$ cat config.mk
export PLATFORM = sky130hd
export DESIGN_NAME = id_ex_stage
export DESIGN_NICKNAME = d
export VERILOG_FILES = /design/src/rtl/id_ex_stage.sv
export SDC_FILE = /design/constraint.sdc
export NUM_CORES = 1
export LEC_CHECK = 0
export ABC_AREA = 1
export ABC_CLOCK_PERIOD_IN_PS = 6790
export CAP_MARGIN = 30
export CORE_MARGIN = 4
export CORE_UTILIZATION = 30
export CTS_BUF_LIST = sky130_fd_sc_hd__clkbuf_4 sky130_fd_sc_hd__clkbuf_8
export DETAILED_ROUTE_END_ITERATION = 8
export DONT_BUFFER_PORTS = 1
export GPL_TIMING_DRIVEN = 0
export PLACE_DENSITY = 0.52
export SYNTH_ARGS = -nofsm -noshare
export SYNTH_HDL_FRONTEND = slang
export SYNTH_SLANG_ARGS = --single-unit
export TNS_END_PERCENT = 5
$ cat constraint.sdc
create_clock -name clk -period 6.79 [get_ports clk]
set_input_delay 1.358 -clock clk [delete_from_list [all_inputs] [get_ports clk]]
set_output_delay 1.358 -clock clk [all_outputs]
set_load 0.01 [all_outputs]
$ cat src/rtl/id_ex_stage.sv
// rtl/id_ex_stage.sv - MIPS-subset instruction decode and ID/EX pipeline register
// Decodes logical, shift, immediate, lui and lw instructions and detects load-use hazards.
module id_ex_stage #(
    parameter int DATA_W = 32,
    parameter int ADDR_W = 5
) (
    input  logic              clk,
    input  logic              rst,
    input  logic              stall_i,
    input  logic              flush_i,
    input  logic [31:0]       id_pc_i,
    input  logic [31:0]       id_inst_i,
    output logic [ADDR_W-1:0] reg1_addr_o,
    output logic [ADDR_W-1:0] reg2_addr_o,
    output logic              reg1_read_o,
    output logic              reg2_read_o,
    input  logic [DATA_W-1:0] reg1_data_i,
    input  logic [DATA_W-1:0] reg2_data_i,
    output logic              stallreq_o,
    output logic [3:0]        ex_aluop_o,
    output logic [DATA_W-1:0] ex_reg1_o,
    output logic [DATA_W-1:0] ex_reg2_o,
    output logic [ADDR_W-1:0] ex_waddr_o,
    output logic              ex_wreg_o,
    output logic [31:0]       ex_pc_o
);

    localparam logic [3:0] ALU_NOP = 4'd0;
    localparam logic [3:0] ALU_OR  = 4'd1;
    localparam logic [3:0] ALU_AND = 4'd2;
    localparam logic [3:0] ALU_XOR = 4'd3;
    localparam logic [3:0] ALU_NOR = 4'd4;
    localparam logic [3:0] ALU_SLL = 4'd5;
    localparam logic [3:0] ALU_SRL = 4'd6;
    localparam logic [3:0] ALU_SRA = 4'd7;
    localparam logic [3:0] ALU_LW  = 4'd8;

    logic [5:0]  op;
    logic [5:0]  funct;
    logic [4:0]  rs;
    logic [4:0]  rt;
    logic [4:0]  rd;
    logic [4:0]  shamt;
    logic [15:0] imm;

    assign op    = id_inst_i[31:26];
    assign rs    = id_inst_i[25:21];
    assign rt    = id_inst_i[20:16];
    assign rd    = id_inst_i[15:11];
    assign shamt = id_inst_i[10:6];
    assign funct = id_inst_i[5:0];
    assign imm   = id_inst_i[15:0];

    logic [3:0]        dec_aluop;
    logic              dec_read1;
    logic              dec_read2;
    logic              dec_shift;
    logic [DATA_W-1:0] dec_imm;
    logic [ADDR_W-1:0] dec_waddr;
    logic              dec_valid;

    always_comb begin
        dec_aluop = ALU_NOP;
        dec_read1 = 1'b0;
        dec_read2 = 1'b0;
        dec_shift = 1'b0;
        dec_imm   = '0;
        dec_waddr = '0;
        dec_valid = 1'b1;
        case (op)
            6'h00: begin
                case (funct)
                    6'h24, 6'h25, 6'h26, 6'h27: begin
                        case (funct[1:0])
                            2'd0:    dec_aluop = ALU_AND;
                            2'd1:    dec_aluop = ALU_OR;
                            2'd2:    dec_aluop = ALU_XOR;
                            default: dec_aluop = ALU_NOR;
                        endcase
                        dec_read1 = 1'b1;
                        dec_read2 = 1'b1;
                        dec_waddr = ADDR_W'(rd);
                    end
                    6'h00, 6'h02, 6'h03: begin
                        case (funct[1:0])
                            2'd0:    dec_aluop = ALU_SLL;
                            2'd2:    dec_aluop = ALU_SRL;
                            default: dec_aluop = ALU_SRA;
                        endcase
                        // rt comes in on port 2 but feeds operand 1; shamt is operand 2
                        dec_read2 = 1'b1;
                        dec_shift = 1'b1;
                        dec_imm   = DATA_W'(shamt);
                        dec_waddr = ADDR_W'(rd);
                    end
                    default: dec_valid = 1'b0;
                endcase
            end
            6'h0C, 6'h0D, 6'h0E: begin
                case (op[1:0])
                    2'd0:    dec_aluop = ALU_AND;
                    2'd1:    dec_aluop = ALU_OR;
                    default: dec_aluop = ALU_XOR;
                endcase
                dec_read1 = 1'b1;
                dec_imm   = DATA_W'(imm);
                dec_waddr = ADDR_W'(rt);
            end
            6'h0F: begin
                dec_aluop = ALU_OR;
                dec_imm   = DATA_W'({imm, 16'h0000});
                dec_waddr = ADDR_W'(rt);
            end
            6'h23: begin
                dec_aluop = ALU_LW;
                dec_read1 = 1'b1;
                dec_imm   = DATA_W'($signed(imm));
                dec_waddr = ADDR_W'(rt);
            end
            default: dec_valid = 1'b0;
        endcase
    end

    // Register-file read interface is silenced during reset
    assign reg1_read_o = dec_read1 & ~rst;
    assign reg2_read_o = dec_read2 & ~rst;
    assign reg1_addr_o = reg1_read_o ? ADDR_W'(rs) : '0;
    assign reg2_addr_o = reg2_read_o ? ADDR_W'(rt) : '0;

    logic [DATA_W-1:0] dec_reg1;
    logic [DATA_W-1:0] dec_reg2;
    logic              dec_wreg;

    always_comb begin
        dec_reg1 = '0;
        dec_reg2 = dec_imm;
        if (dec_shift) begin
            dec_reg1 = reg2_data_i;
        end else begin
            if (dec_read1) dec_reg1 = reg1_data_i;
            if (dec_read2) dec_reg2 = reg2_data_i;
        end
    end

    assign dec_wreg = dec_valid & (dec_waddr != '0);

    assign stallreq_o = ~rst && (ex_aluop_o == ALU_LW) && ex_wreg_o &&
                        ((reg1_read_o && (reg1_addr_o == ex_waddr_o)) ||
                         (reg2_read_o && (reg2_addr_o == ex_waddr_o)));

    always_ff @(posedge clk or posedge rst) begin
        if (rst) begin
            ex_aluop_o <= ALU_NOP;
            ex_reg1_o  <= '0;
            ex_reg2_o  <= '0;
            ex_waddr_o <= '0;
            ex_wreg_o  <= 1'b0;
            ex_pc_o    <= '0;
        end else if (flush_i || (!stall_i && stallreq_o)) begin
            ex_aluop_o <= ALU_NOP;
            ex_reg1_o  <= '0;
            ex_reg2_o  <= '0;
            ex_waddr_o <= '0;
            ex_wreg_o  <= 1'b0;
            ex_pc_o    <= '0;
        end else if (!stall_i) begin
            ex_aluop_o <= dec_aluop;
            ex_reg1_o  <= dec_reg1;
            ex_reg2_o  <= dec_reg2;
            ex_waddr_o <= dec_waddr;
            ex_wreg_o  <= dec_wreg;
            ex_pc_o    <= id_pc_i;
        end
    end

endmodule

==> results by stage <==
Cells and area:
- After routing the design area is 6720 sq um.
- Summing all multi-input logic gate instances after layout gives 2870 sq um.
- The repair_antennas step left the layout with diodes totalling 0.
- In the final layout, the share of cells above drive strength 1 is 18.6%.
- The number of fill cells is 2219.
- Relative to the synthesized area, the layout overhead comes to 9.42%.
- In the final layout, flip-flops and latches occupy 2650 sq um.
- The number of nets in the finished design is 880.
- At the end of the flow the core is filled with cells to 33.3%.

Die:
- The area of the die is 22800 sq um.
- The area of the core is 20200 sq um.
- The die is 151 microns wide.
- The die is 151 microns tall.
- For this design the top-level I/O count stands at 251.
- The floorplan has 52 rows.
- Once the floorplan was initialized, standard cells occupied 30.4% of the core.

CTS:
- Clock latency on the worst-skew pair, taken at its later pin, is 390 ps.
- Buffers added to address setup during post-CTS repair amount to 0.
- The H-tree generated during clock tree synthesis spans 3 levels.
- The number of sinks on the clock net is 106.
- The maximum buffer depth of the clock tree is 2.
- Hold repair after CTS inserted 0 buffers.
- The number of instances resized during post-cts repair is 0.
- The cell sitting at the root of the clock tree is a clkbuf_8.
- Clock-pin slew was measured on the worst setup and hold paths at 100 ps.
- TritonCTS built the clock tree.
- The number of CTS-inserted buffers is 9.

Status:
- The run finished with clean final reports.

Synthesis:
- In this run the biggest area consumer among cell types represents 43.2% of the synthesized area.
- After synthesis, the cell types taking the most area are dfrtp_1, nand2_1, o21ai_2.
- The total of warnings raised by yosys is 0.
- dfrtp_1 takes more of the synthesized area than any other cell.
- The average size of a mapped cell is 8.42 sq um.
- The post-synth net total is 868.
- Yosys mapped the design onto 34 distinct sky130hd cell types.
- The cell area after synthesis is 6140 sq um.
- Synthesis produced 729 cells.
- Summing the sequential cell areas from Yosys gives 43.2% of the chip area.
- The total of flip-flops plus latches after synthesis is 106.

Worst setup path:
- In this run the critical register-to-register path is captured at ex_reg2_o[4]$_DFFE_PP0P_.
- The data arrival time of the critical path is 3570 ps.
- The setup check on the worst reg-to-reg path leaves a slack of 4750 ps.
- The number of cells traversed by the worst register-to-register path is 9.
- The largest individual stage delay along the critical path comes from the cell clkbuf_1.
- The class of the most critical setup path is in2out.
- Walking the worst path, the cells encountered are inv_1 -> ha_1 -> inv_2 -> nand2_1 -> nor2_1 -> nor2_4 -> nand2_8 -> nand2_8 -> clkbuf_1 -> inv_1 -> nor2_1 -> inv_1 -> nor2_1.
- Grouping stages by cell kind, the critical path spends the most delay in simple AND/OR/NAND/NOR gates.
- Counting both buffers and inverters, the worst setup path holds a total of 5.
- STA puts the critical path data required time at 5430 ps.
- For this run, the slowest stage of the critical path takes 380 ps.
- In this run the critical register-to-register path is launched from ex_waddr_o[4]$_DFFE_PP0P_.
- The kind of end point of the critical path is an output port.
- Along the worst path, the maximum fanout reaches 10.
- STA classifies the critical path startpoint as an input pin.

Power and ir drop:
- The net switching power of the design is 373 uW.
- Net switching is 29.7% of the power.
- The combinational power share is 12.2%.
- The clock network fraction of design power is 33.9%.
- The areal power density over the cells is 187 nW/um^2.
- The worst-case IR drop observed on VDD is 0.108 mV.
- The share of total power dissipated in sequential elements is 53.9%.
- Cell internal power was estimated by the tool at 885 uW.
- In this run the static leakage power is 3.04 nW.

STA:
- The worst path needs 4930 ps of the cycle, external delays included.
- Setup repair after global routing left no endpoint under its margin.
- The actual slew at the worst max-slew pin is 786 ps.
- Setup violations remaining at the end of the flow were counted as 0.
- The worst path meets setup with 1860 ps of slack.
- Setup total negative slack on the finished layout was measured at 0 ps.
- The final setup skew is 14.7 ps.
- The worst slew margin relative to its limit is 47.6%.
- The number of endpoints with negative hold slack in the final report was 0.
- Of the available clock period, the critical path in the final layout requires 72.6%.
- The number of max-slew violations in the final report is 0.
- The highest achievable clock rate is 0.203 GHz.

Worst hold path:
- The worst hold path terminates at ex_pc_o[11]$_DFFE_PP0P_.
- The worst hold path begins at ex_pc_o[11]$_DFFE_PP0P_.
- The number of cells traversed by the worst hold path is 2.
- The path category of the worst min-delay check is reg2reg.

Drt:
- The overall via count from detail_route is 5076.
- The violation count after the first detailed-route iteration is 258.
- In the routed layout, each cell is associated on average with a via count of 5.00.
- The wire length per cell after detailed routing is 22.2 microns.
- The count of nets left with antenna violations once routing finished came out at 0.
- The sum of routed wire length over all layers is 22500 microns.
- The number of design rule violations left after detail routing is 0.
- For this run, the detailed router's first-pass iteration total came to 4.

Placed design:
- In this run the tool buffered the top-level ports with 0 buffer cells.
- The routability congestion estimate is 0.806.
- Before CTS, the worst setup slack after placement is 1860 ps.
- The HPWL after detailed placement is 17600 microns.
- The instance area after placement is 6510 sq um.

Global routing:
- The initial antenna violation count is 0.
- The via count of the first global-routing pass came to 5000.
- The first global-routing pass estimated 32300 microns of wire.
- The total global routing overflow is 0.
- Entering global routing, the biggest net connects 87 pins.
- Global routing used 19.2% of the available tracks across all layers.

Job:
- Across the run, the number of max-cap violations was 0.
==> metal layers <==
metal	vias to the layer above	share of wire [%]	global-route usage (%)
li1	2434	-	-
met5	-	0	0
met3	22	9.9	7.78
met1	2434	41	24.0
met4	0	1.5	4.40
met2	186	47	31.2
==> worst reg2reg max path, delay by kind of cell, from the launching register on <==
family,cells,cell delay (ps)
compound gates,4,590
buf+inv,2,380
flops,1,530
simple gates,3,390
==> cell usage in the layout, fill, tap and decap left out, drive strengths merged <==
cell	Yosys	layout
a31oi	1	1
inv	70	71
dfrtp	106	106
clkinv	2	3
nor2	24	24
nand2	217	217
o22ai	26	26
nand3	7	7
clkinvlp	0	2
ha	7	7
nand4	8	8
o2111ai	2	2
nor3b	1	1
bufinv	0	1
a21oi	22	22
clkbuf	37	48
a22o	11	11
xnor2	3	3
o21ai	157	157
o221ai	2	2
buf	12	13
nor3	2	2
o211ai	12	12
==> cell usage after synthesis <==
cell / number
nor2_1: 19
inv_1: 65
clkbuf_1: 37
clkinv_1: 2
o22ai_1: 26
dfrtp_1: 106
nor2_8: 1
nand2_8: 3
inv_2: 5
o21ai_2: 71
nand3_1: 5
xnor2_1: 3
nor3_1: 2
a31oi_1: 1
o211ai_1: 12
o21ai_1: 1
a21oi_1: 2
nor2_2: 2
nand4_1: 8
nand2_4: 3
nand2_2: 1
buf_2: 1
o221ai_1: 2
nor3b_1: 1
o21ai_0: 85
ha_1: 7
buf_12: 10
nor2_4: 2
o2111ai_1: 2
a21oi_2: 20
a22o_1: 11
nand3_2: 2
buf_1: 1
nand2_1: 210
==> worst max-delay path by stage <==
stage / slack, ps / startpoint / cells past startpoint / endpoint
finish: 1860 / id_inst_i[0] / 13 / reg1_addr_o[3]
global route: 1600 / id_inst_i[0] / 13 / reg1_addr_o[1]
CTS: 1860 / id_inst_i[0] / 13 / reg1_addr_o[3]
detailed placement: 1860 / id_inst_i[0] / 13 / reg1_addr_o[3]
global placement: -1460 / rst / 5 / stallreq_o
floorplan: 450 / rst / 5 / stallreq_o
==> area by class of cell <==
type,count,share of cell area (%)
Buffer,49,5.18
Clock buffer,11,2.16
Clock inverter,5,0.931
Inverter,72,4.10
Multi-Input combinational cell,502,42.7
Sequential cell,106,39.5
Tap cell,270,5.03
Timing Repair Buffer,1,0.410
==> flip-flops by register name, indices dropped and copies added (netlist names) <==
signal      count
ex_wreg_o       1
ex_pc_o        32
ex_waddr_o      5
ex_reg2_o      32
ex_aluop_o      4
ex_reg1_o      32
==> cells by family (layout without fill, tap and decap cells) <==
group,Yosys count,in the layout,synth area share [%]
xor+xnor,3,3,0.428
simple gates,259,259,18.4
compound gates,233,233,26.5
flops,106,106,43.2
fa+ha+maj,7,7,1.43
buf+inv,121,138,10.1
==> stage by stage <==
stage                     total power, mW  std cells  hold slack (ps)
after detailed placement            0.848       1000              541
after global placement              0.844        999              539
after CTS                            1.28       1016              568
after global routing                 1.32       1016              583
after floorplan                     0.798        729              519
final                                1.26       1016              563
==> power by group through the flow <==
stage	combinational [mW]	sequential (mW)	clock (mW)
CTS	0.157	0.679	0.448
global route	0.172	0.681	0.469
detailed placement	0.156	0.691	0
finish	0.154	0.678	0.427
floorplan	0.114	0.684	0
global placement	0.153	0.691	0
No activity file was read; power rests on OpenSTA's default activity.
